===== src/rtl/rover_pkg.sv =====
// rover_pkg: shared FSM states, orientation constants and tangent thresholds for the heading block.
package rover_pkg;

    typedef enum logic [1:0] {IDLE, DIFF, CMP, MAP} state_t;

    localparam int ORIENT_STEPS = 24;
    localparam int QUAD_STEPS   = 6;
    localparam int TAN_W        = 11;

    // round(tan(7.5 + 15*i deg) * 256): sector boundaries within one quadrant
    localparam logic [TAN_W-1:0] TAN_T [QUAD_STEPS] = '{
        11'd34, 11'd106, 11'd196, 11'd334, 11'd618, 11'd1945
    };

endpackage


===== src/rtl/rover_heading_if.sv =====
// rover_heading_if: request/result bundle between the position tracker and the heading block.
interface rover_heading_if #(parameter int COORD_W = 12);

    logic                      start;
    logic signed [COORD_W-1:0] x0;
    logic signed [COORD_W-1:0] y0;
    logic signed [COORD_W-1:0] x1;
    logic signed [COORD_W-1:0] y1;
    logic                      busy;
    logic                      done;
    logic [4:0]                orientation;
    logic signed [COORD_W-1:0] center_x;
    logic signed [COORD_W-1:0] center_y;
    logic                      still;

    modport master (
        output start, x0, y0, x1, y1,
        input  busy, done, orientation, center_x, center_y, still
    );

    modport slave (
        input  start, x0, y0, x1, y1,
        output busy, done, orientation, center_x, center_y, still
    );

endinterface


===== src/rtl/tan_threshold_rom.sv =====
// tan_threshold_rom: combinational lookup of the per-sector tangent threshold.
module tan_threshold_rom
    import rover_pkg::*;
(
    input  logic [2:0]       idx,
    output logic [TAN_W-1:0] t
);

    assign t = (idx < 3'(QUAD_STEPS)) ? TAN_T[idx] : '0;

endmodule


===== src/rtl/rover_heading.sv =====
// rover_heading: quantizes the heading between two fixes into 24 sectors with a fixed 9-cycle
// iterative tangent comparison, and latches the sprite center.
module rover_heading
    import rover_pkg::*;
#(
    parameter int COORD_W = 12,
    parameter int FRAC    = 8
) (
    input  logic           clock,
    input  logic           reset_n,
    rover_heading_if.slave bus
);

    localparam int CMP_W = 24;
    localparam logic [4:0] HALF = 5'(ORIENT_STEPS / 2);

    state_t                    state;
    logic signed [COORD_W-1:0] x0_q, y0_q, x1_q, y1_q;
    logic signed [COORD_W:0]   dx, dy;
    logic [COORD_W-1:0]        ax, ay;
    logic                      sx, sy;
    logic [2:0]                i, k;
    logic [TAN_W-1:0]          t;
    logic                      hit;
    logic [4:0]                o_next;

    tan_threshold_rom u_rom (.idx(i), .t(t));

    assign dx  = {x1_q[COORD_W-1], x1_q} - {x0_q[COORD_W-1], x0_q};
    assign dy  = {y1_q[COORD_W-1], y1_q} - {y0_q[COORD_W-1], y0_q};
    // strict compare: a tie stays in the sector nearer the x axis
    assign hit = (CMP_W'(ay) << FRAC) > (CMP_W'(ax) * CMP_W'(t));
    assign o_next = sx ? (sy ? HALF + 5'(k) : HALF - 5'(k))
                       : (sy ? ((k == 3'd0) ? 5'd0 : 5'(ORIENT_STEPS) - 5'(k)) : 5'(k));
    assign bus.busy = state != IDLE;

    always_ff @(posedge clock or negedge reset_n) begin
        if (!reset_n) begin
            state           <= IDLE;
            x0_q            <= '0;
            y0_q            <= '0;
            x1_q            <= '0;
            y1_q            <= '0;
            ax              <= '0;
            ay              <= '0;
            sx              <= 1'b0;
            sy              <= 1'b0;
            i               <= '0;
            k               <= '0;
            bus.done        <= 1'b0;
            bus.orientation <= '0;
            bus.center_x    <= '0;
            bus.center_y    <= '0;
            bus.still       <= 1'b1;
        end else begin
            bus.done <= 1'b0;
            case (state)
                IDLE: if (bus.start) begin
                    x0_q  <= bus.x0;
                    y0_q  <= bus.y0;
                    x1_q  <= bus.x1;
                    y1_q  <= bus.y1;
                    state <= DIFF;
                end
                DIFF: begin
                    sx    <= dx[COORD_W];
                    sy    <= dy[COORD_W];
                    ax    <= dx[COORD_W] ? COORD_W'(-dx) : dx[COORD_W-1:0];
                    ay    <= dy[COORD_W] ? COORD_W'(-dy) : dy[COORD_W-1:0];
                    i     <= '0;
                    k     <= '0;
                    state <= CMP;
                end
                CMP: begin
                    if (hit) k <= k + 3'd1;
                    i <= i + 3'd1;
                    if (i == 3'(QUAD_STEPS - 1)) state <= MAP;
                end
                MAP: begin
                    if (ax == '0 && ay == '0) begin
                        bus.still <= 1'b1;
                    end else begin
                        bus.still       <= 1'b0;
                        bus.orientation <= o_next;
                    end
                    bus.center_x <= x1_q;
                    bus.center_y <= y1_q;
                    bus.done     <= 1'b1;
                    state        <= IDLE;
                end
                default: state <= IDLE;
            endcase
        end
    end

endmodule

===== src/flat_wrapper.sv =====
// flat-port wrapper written by rule: the top's interface ports become plain ports
module rover_heading_flat import rover_pkg::*;
#(
    parameter int COORD_W = 12,
    parameter int FRAC    = 8
)
  (clock, reset_n, bus_start, bus_x0, bus_y0, bus_x1, bus_y1, bus_busy, bus_done, bus_orientation, bus_center_x, bus_center_y, bus_still);
  rover_heading_if #(.COORD_W(COORD_W)) bus_i ();
  input  logic clock;
  input  logic reset_n;
  input wire logic [$bits(bus_i.start)-1:0] bus_start;
  input wire logic [$bits(bus_i.x0)-1:0] bus_x0;
  input wire logic [$bits(bus_i.y0)-1:0] bus_y0;
  input wire logic [$bits(bus_i.x1)-1:0] bus_x1;
  input wire logic [$bits(bus_i.y1)-1:0] bus_y1;
  output wire logic [$bits(bus_i.busy)-1:0] bus_busy;
  output wire logic [$bits(bus_i.done)-1:0] bus_done;
  output wire logic [$bits(bus_i.orientation)-1:0] bus_orientation;
  output wire logic [$bits(bus_i.center_x)-1:0] bus_center_x;
  output wire logic [$bits(bus_i.center_y)-1:0] bus_center_y;
  output wire logic [$bits(bus_i.still)-1:0] bus_still;
  assign bus_i.start = bus_start;
  assign bus_i.x0 = bus_x0;
  assign bus_i.y0 = bus_y0;
  assign bus_i.x1 = bus_x1;
  assign bus_i.y1 = bus_y1;
  assign bus_busy = bus_i.busy;
  assign bus_done = bus_i.done;
  assign bus_orientation = bus_i.orientation;
  assign bus_center_x = bus_i.center_x;
  assign bus_center_y = bus_i.center_y;
  assign bus_still = bus_i.still;
  rover_heading #(.COORD_W(COORD_W), .FRAC(FRAC)) u_core (.clock(clock), .reset_n(reset_n), .bus(bus_i));
endmodule

===== config.mk =====
export PLATFORM = sky130hd
export DESIGN_NAME = rover_heading_flat
export DESIGN_NICKNAME = d
export VERILOG_FILES = /design/src/rtl/rover_pkg.sv /design/src/rtl/rover_heading_if.sv /design/src/rtl/tan_threshold_rom.sv /design/src/rtl/rover_heading.sv /design/src/flat_wrapper.sv
export SDC_FILE = /design/constraint.sdc
export NUM_CORES = 1
export LEC_CHECK = 0
export ABC_AREA = 1
export BUFFER_PORTS_ARGS = -buffer_cell sky130_fd_sc_hd__buf_4
export CORE_MARGIN = 2
export CORE_UTILIZATION = 57
export CTS_CLUSTER_SIZE = 40
export DETAILED_ROUTE_END_ITERATION = 8
export GPL_ROUTABILITY_DRIVEN = 0
export PLACE_DENSITY = 0.79
export SLEW_MARGIN = 25
export SYNTH_ARGS = -nofsm -noshare
export SYNTH_HDL_FRONTEND = slang
export SYNTH_HIERARCHICAL = 1
export SYNTH_SLANG_ARGS = --single-unit

===== constraint.sdc =====
create_clock -name clock -period 6.3 [get_ports clock]
set_input_delay 0 -clock clock [delete_from_list [all_inputs] [get_ports clock]]
set_output_delay 0 -clock clock [all_outputs]
set_load 0.1 [all_outputs]

==> results of run 1 <==
metrics by stage:
stage / area, µm² / setup TNS [ns] / instances / utilization [%]
after detailed placement: 12600 / -0.917 / 1878 / 64.6
final: 14500 / -0.319 / 1984 / 73.8
after floorplan: 11400 / 0 / 1513 / -
after global routing: 14500 / -0.903 / 1984 / 73.8
after CTS: 13900 / 0 / 1966 / 71.0
after global placement: 12600 / -0.358 / 1878 / 64.6
how the worst min path moves through the flow:
stage,from,endpoint,slack [ns],cells past startpoint
6_report,bus_start,u_core/state[0]$_DFFE_PN0P_,0.06,3
5_1_grt,bus_start,u_core/state[1]$_DFFE_PN0P_,0.07,4
4_1_cts,bus_start,u_core/state[1]$_DFFE_PN0P_,0.04,4
3_5_place_dp,reset_n,u_core/x1_q[7]$_DFFE_PN0P_,0.16,1
3_3_place_gp,reset_n,u_core/bus.center_x[6]$_DFFE_PN0P_,0.15,1
2_1_floorplan,reset_n,u_core/ax[0]$_DFFE_PN0P_,-0.30,0
synth_stat cells, drive strengths merged, types with 2 or more instances:
cell type	count	share of area [%]
o21ai	56	2.5
nand3	57	2.5
inv	312	10
clkinv	2	0.066
a21oi	64	2.9
nor3	12	0.61
xnor2	12	0.92
o31ai	2	0.13
mux2	24	2.4
xor2	22	2.1
o21bai	3	0.20
fa	91	16
nand3b	9	0.62
clkbuf	37	1.2
nand2	444	15
nor2	94	3.2
a31oi	9	0.49
dfrtp	112	25
ha	109	12
nand4	21	1.1
buf	6	0.39
nor4	6	0.33
kinds of logic after synthesis:
kind of cell    Yosys count  share of synthesized area [%]
xor+xnor                 34                           3.07
flops                   113                           24.8
simple gates            646                           23.4
fa+ha+maj               200                           27.9
compound gates          138                           6.47
mux                      24                           2.37
buf+inv                 358                           12.0
metal layers:
| metal | share of wire (%) | GRT usage [%] | vias to the layer above |
|---|---|---|---|
| met5 | 0 | 0 | - |
| met2 | 51 | 54.0 | 580 |
| met4 | 5.0 | 13.6 | 0 |
| met1 | 37 | 36.8 | 5316 |
| met3 | 7.3 | 5.45 | 163 |
| li1 | - | - | 5022 |
cell type report:
type                            count  area (µm²)  area share (%)
Sequential cell                   113        2830            19.6
Tap cell                          265         332            2.29
Timing Repair Buffer              217        1790            12.4
Clock buffer                       18         439            3.04
Clock inverter                     14         203            1.40
Multi-Input combinational cell   1042        7650            53.0
Timing Repair inverter              1        7.51          0.0520
Inverter                          314        1190            8.24
flip-flops by register name, indices dropped and copies added (netlist names):
register and cells:
u_core/bus.orientation 5, u_core/i 3, u_core/sx 1, u_core/bus.still 1, u_core/y1_q 12, u_core/ax 12
u_core/sy 1, u_core/bus.done 1, u_core/bus.center_y 12, u_core/bus.center_x 12, u_core/ay 12, u_core/y0_q 12
u_core/x1_q 12, u_core/state 2, u_core/x0_q 12, u_core/k 3
what timing repair did:
action,CTS,global route
pin swaps,9,56
buffers inserted,4,19
endpoints found under the hold margin,115,0
endpoints found under the setup margin,3,3
hold buffers,49,0
gates cloned,3,0
gates resized for setup,24,101
tightest hold or removal path, cell delays in order:
cell	delay (ns)
buf_4	0.09
o21ai_0	0.16
a21oi_1	0.18
==> results_dict.tcl, run 1 <==
set metrics [dict create \
    critPathMaxFanout 7 \
    reg2reg_to "u_core/k[2]$_DFFE_PN0P_" \
    synth_edf_count 0 \
    pre_cts_ws_ns -0.316 \
    cp.depth 33 \
    post-route-period-util_pct 102 \
    synth_cell_type_count 46 \
    cts_buffer_depth 2 \
    final.min_clock_period_ns 6.42 \
    reg2reg_slack_ns -0.12 \
    setup_ws_ns -0.118 \
    wl_per_cell_um 17.0 \
    cts.root.buffer_cell "clkbuf_16" \
    cp-start-kind "flop" \
    ys_seq_area_share_pct 24.8 \
    cts.sinks 113 \
    cts_tree "done" \
    num_antenna_cells 0 \
    drc 0 \
    placement.io_buffers 82 \
    htree_levels 4 \
    drive_gt1_share_pct 20.0 \
    vias 11081 \
    cap_violations 0 \
    fmax_mhz 156 \
    r2r-start "u_core/i[2]$_DFFE_PN0P_" \
    reg2reg_depth 33 \
    die-height_um 146 \
    coreArea_um2 19600 \
    drtPass1Iterations 6 \
    path_class "reg -> reg" \
    startpoint "u_core/i[2]$_DFFE_PN0P_" \
    drt_iter0_markers 872 \
    cp_top_family "adder cells" \
    num_rows 51 \
    drt_wl_total_um 33600 \
    final_common_cell "nand2_1" \
    final_cell_mix "nand2_1, inv_1, buf_4" \
    outcome "finished with violations" \
    violations "negative setup slack" \
    grt_max_degree 73 \
    yosysWarnings 6 \
    slowest_delay_ns 0.56 \
    dieArea_um2 21200 \
    async_flop_share_pct 100 \
    whs_ns 0.0594 \
    crit_required_ns 6.65 \
    cp-end-kind "flop" \
    syn-cell-area_um2 11400 \
    num_io_pins 83 \
    worstHoldPathType "in -> reg" \
    setup_viol 3 \
    cts_buffers 17 \
    synth_cells 1513 \
    fin_nets 1957 \
    clkSlewWorstSetupHoldPaths_ns 0.06 \
    slowest_stage "fa_1" \
    synth-seq-cells 113 \
    syn_to_final_growth_pct 26.5 \
    relSlewSlack_pct 37.2 \
    arrival_ns 6.77 \
    drtAntennaViolNets 0 \
    drv_slew 0 \
    grtUsageTotal_pct 30.6 \
    synthFlopType "dfrtp_1" \
    clk_latency_ns 0.41 \
    clock_skew_ns 0.0126 \
    grt_pass1_vias 10959 \
    worstMarginPinSlew_ns 0.937 \
    fp.dieW_um 146 \
    crit_buf_inv 7 \
    syn_avg_cell_area_um2 7.55 \
    grt_antenna_before_repair 0 \
    rsz0062_at_grt "yes" \
    grt_pass1_wl_um 52800 \
    synth_nets 1764 \
    hold_violations 0 \
    gr-total-overflow 0 \
    hpwl_um 21000 \
    worstSetupEndpoint "u_core/k[2]$_DFFE_PN0P_" \
    start_util_pct 58.3 \
    vias_per_cell 5.59 \
    fillers 1314 \
]
Power of run 1 is not shown: default switching activity piles up to over one toggle a cycle in this logic, so the estimate is an artifact.
==> inputs of run 2 (changes only) <==
Settings changed: CORE_UTILIZATION 57 to 67, PLACE_DENSITY 0.79 to 0.87, RECOVER_POWER from default to 25.
Clock period 6.3 ns to 7.5 ns, I/O delays scaled along.
==> results_dict.tcl, run 2 (synthesized netlist as in run 1, its figures left out) <==
set metrics [dict create \
    outcome "finished with violations" \
    violations "design-rule violations, max-capacitance violations, max-slew violations" \
    drc 16 \
    hp-start "bus_start" \
    fillers 993 \
    critPathMaxFanout 12 \
    worstHoldPathType "in -> reg" \
    slowest_delay_ns 0.54 \
    hpwl_um 20500 \
    fmax_mhz 143 \
    fin_nets 1880 \
    rsz0062_at_grt "no" \
    die-height_um 135 \
    num_io_pins 83 \
    post-cts-setup-buffer-count 0 \
    cts_tree "done" \
    vias_per_cell 5.96 \
    clk_latency_ns 0.42 \
    cp-end-kind "flop" \
    final.min_clock_period_ns 6.99 \
    setup_viol 0 \
    cts_buffers 17 \
    grtUsageTotal_pct 39.1 \
    vias 11105 \
    arrival_ns 7.30 \
    clock_skew_ns 0.0107 \
    cts_buffer_depth 2 \
    relSlewSlack_pct -74.1 \
    drv_slew 76 \
    htree_levels 4 \
    cts.root.buffer_cell "clkbuf_16" \
    fin_util_pct 79.5 \
    gr-total-overflow 0 \
    setup_ws_ns 0.506 \
    wl_per_cell_um 18.4 \
    grt_antenna_before_repair 0 \
    r2r-start "u_core/i[1]$_DFFE_PN0P_" \
    path_class "reg -> reg" \
    tns_ns 0 \
    reg2reg_to "u_core/k[1]$_DFFE_PN0P_" \
    cp-start-kind "flop" \
    crit_buf_inv 7 \
    final_common_cell "nand2_1" \
    start_util_pct 68.6 \
    num_rows 47 \
    placement.io_buffers 82 \
    drive_gt1_share_pct 9.93 \
    reg2reg_depth 31 \
    num_antenna_cells 0 \
    grt_pass1_vias 11348 \
    hold_violations 0 \
    whs_endpoint "u_core/state[1]$_DFFE_PN0P_" \
    drtAntennaViolNets 0 \
    dieArea_um2 18100 \
    post-route-period-util_pct 93.2 \
    drt_wl_total_um 34200 \
    cp_top_family "adder cells" \
    slowest_stage "fa_1" \
    grt_max_degree 73 \
    crit_required_ns 7.81 \
    clkSlewWorstSetupHoldPaths_ns 0.06 \
    drtPass1Iterations 9 \
    syn_to_final_growth_pct 15.8 \
    coreArea_um2 16600 \
    worstMarginPinSlew_ns 2.61 \
    reg2reg_slack_ns 0.51 \
    hold_path_depth 4 \
    cts.sinks 113 \
    pre_cts_ws_ns 0.456 \
    final_cell_mix "nand2_1, inv_1, dfrtp_1" \
    grt_pass1_wl_um 55700 \
    fp.dieW_um 135 \
    cap_violations 2 \
    drt_iter0_markers 1241 \
]
==> run 2: changes by cell type in the layout (fill, tap and decap cells not counted), moves of 8 or more <==
| cell | before | now |
|---|---|---|
| nand2_2 | 16 | 8 |
| buf_4 | 159 | 73 |
| buf_6 | 8 | 0 |
| a21oi_2 | 10 | 2 |
| a21oi_1 | 52 | 62 |
| clkbuf_1 | 0 | 19 |
| inv_1 | 285 | 306 |
| ha_4 | 10 | 0 |
| ha_1 | 98 | 109 |
| inv_2 | 23 | 5 |
| nand2_1 | 423 | 435 |
==> run 2: layer usage <==
| metal | vias to the layer above | wire (µm) | GRT usage (%) | share of wire, % |
|---|---|---|---|---|
| li1 | 4868 | - | - | - |
| met1 | 5145 | 11900 | 45.2 | 35 |
| met2 | 838 | 16600 | 66.8 | 49 |
| met3 | 254 | 3260 | 8.78 | 9.5 |
| met4 | 0 | 2380 | 23.5 | 7.0 |
| met5 | - | 0 | 0 | 0 |
==> run 2: timing repair <==
item | CTS | global route
hold endpoints to repair | 95 | 0
gates resized for setup | 0 | 2
setup endpoints to repair | 0 | 3
hold buffers | 49 | 0
==> run 2: metrics by stage <==
step	hold slack, ns	instances	instance area, µm²
6_report	0.113	1862	13200
5_1_grt	0.148	1862	13200
4_1_cts	0.0464	1861	13300
3_5_place_dp	0.0391	1780	12200
3_3_place_gp	0.0353	1780	12200
2_1_floorplan	-0.296	1513	11400
==> run 2: how the worst max path moves through the flow <==
stage	cells after the start	to	start
final	31	u_core/k[1]$_DFFE_PN0P_	u_core/i[1]$_DFFE_PN0P_
after global routing	31	u_core/k[1]$_DFFE_PN0P_	u_core/i[2]$_DFFE_PN0P_
after CTS	31	u_core/k[1]$_DFFE_PN0P_	u_core/i[2]$_DFFE_PN0P_
after detailed placement	30	u_core/k[1]$_DFFE_PN0P_	u_core/i[0]$_DFFE_PN0P_
after global placement	30	u_core/k[2]$_DFFE_PN0P_	u_core/i[0]$_DFFE_PN0P_
after floorplan	33	u_core/k[2]$_DFFE_PN0P_	u_core/i[1]$_DFFE_PN0P_
==> run 2: final cells by class <==
class                      instances  area (µm²)  area share, %
clock buffer                      19         443           3.35
clock inverter                    13         161           1.22
multi-input combinational       1042        7230           54.6
tap                              220         275           2.08
sequential                       113        2830           21.4
inverter                         314        1180           8.94
timing repair buffer             140        1110           8.36
timing repair inverter             1        5.00         0.0378
==> run 2: worst register-to-register path: cells and delay by family (launching register included) <==
family                     cells  cell delay [ns]
adders and majority gates      7             3.22
DFF                            1             0.48
xor gates and xnor gates       1             0.16
buffers and inverters          7             0.81
and+or+nand+nor               12             1.53
AOI/OAI and AO/OA              4             0.71
Power of run 2 is left out for the same reason.
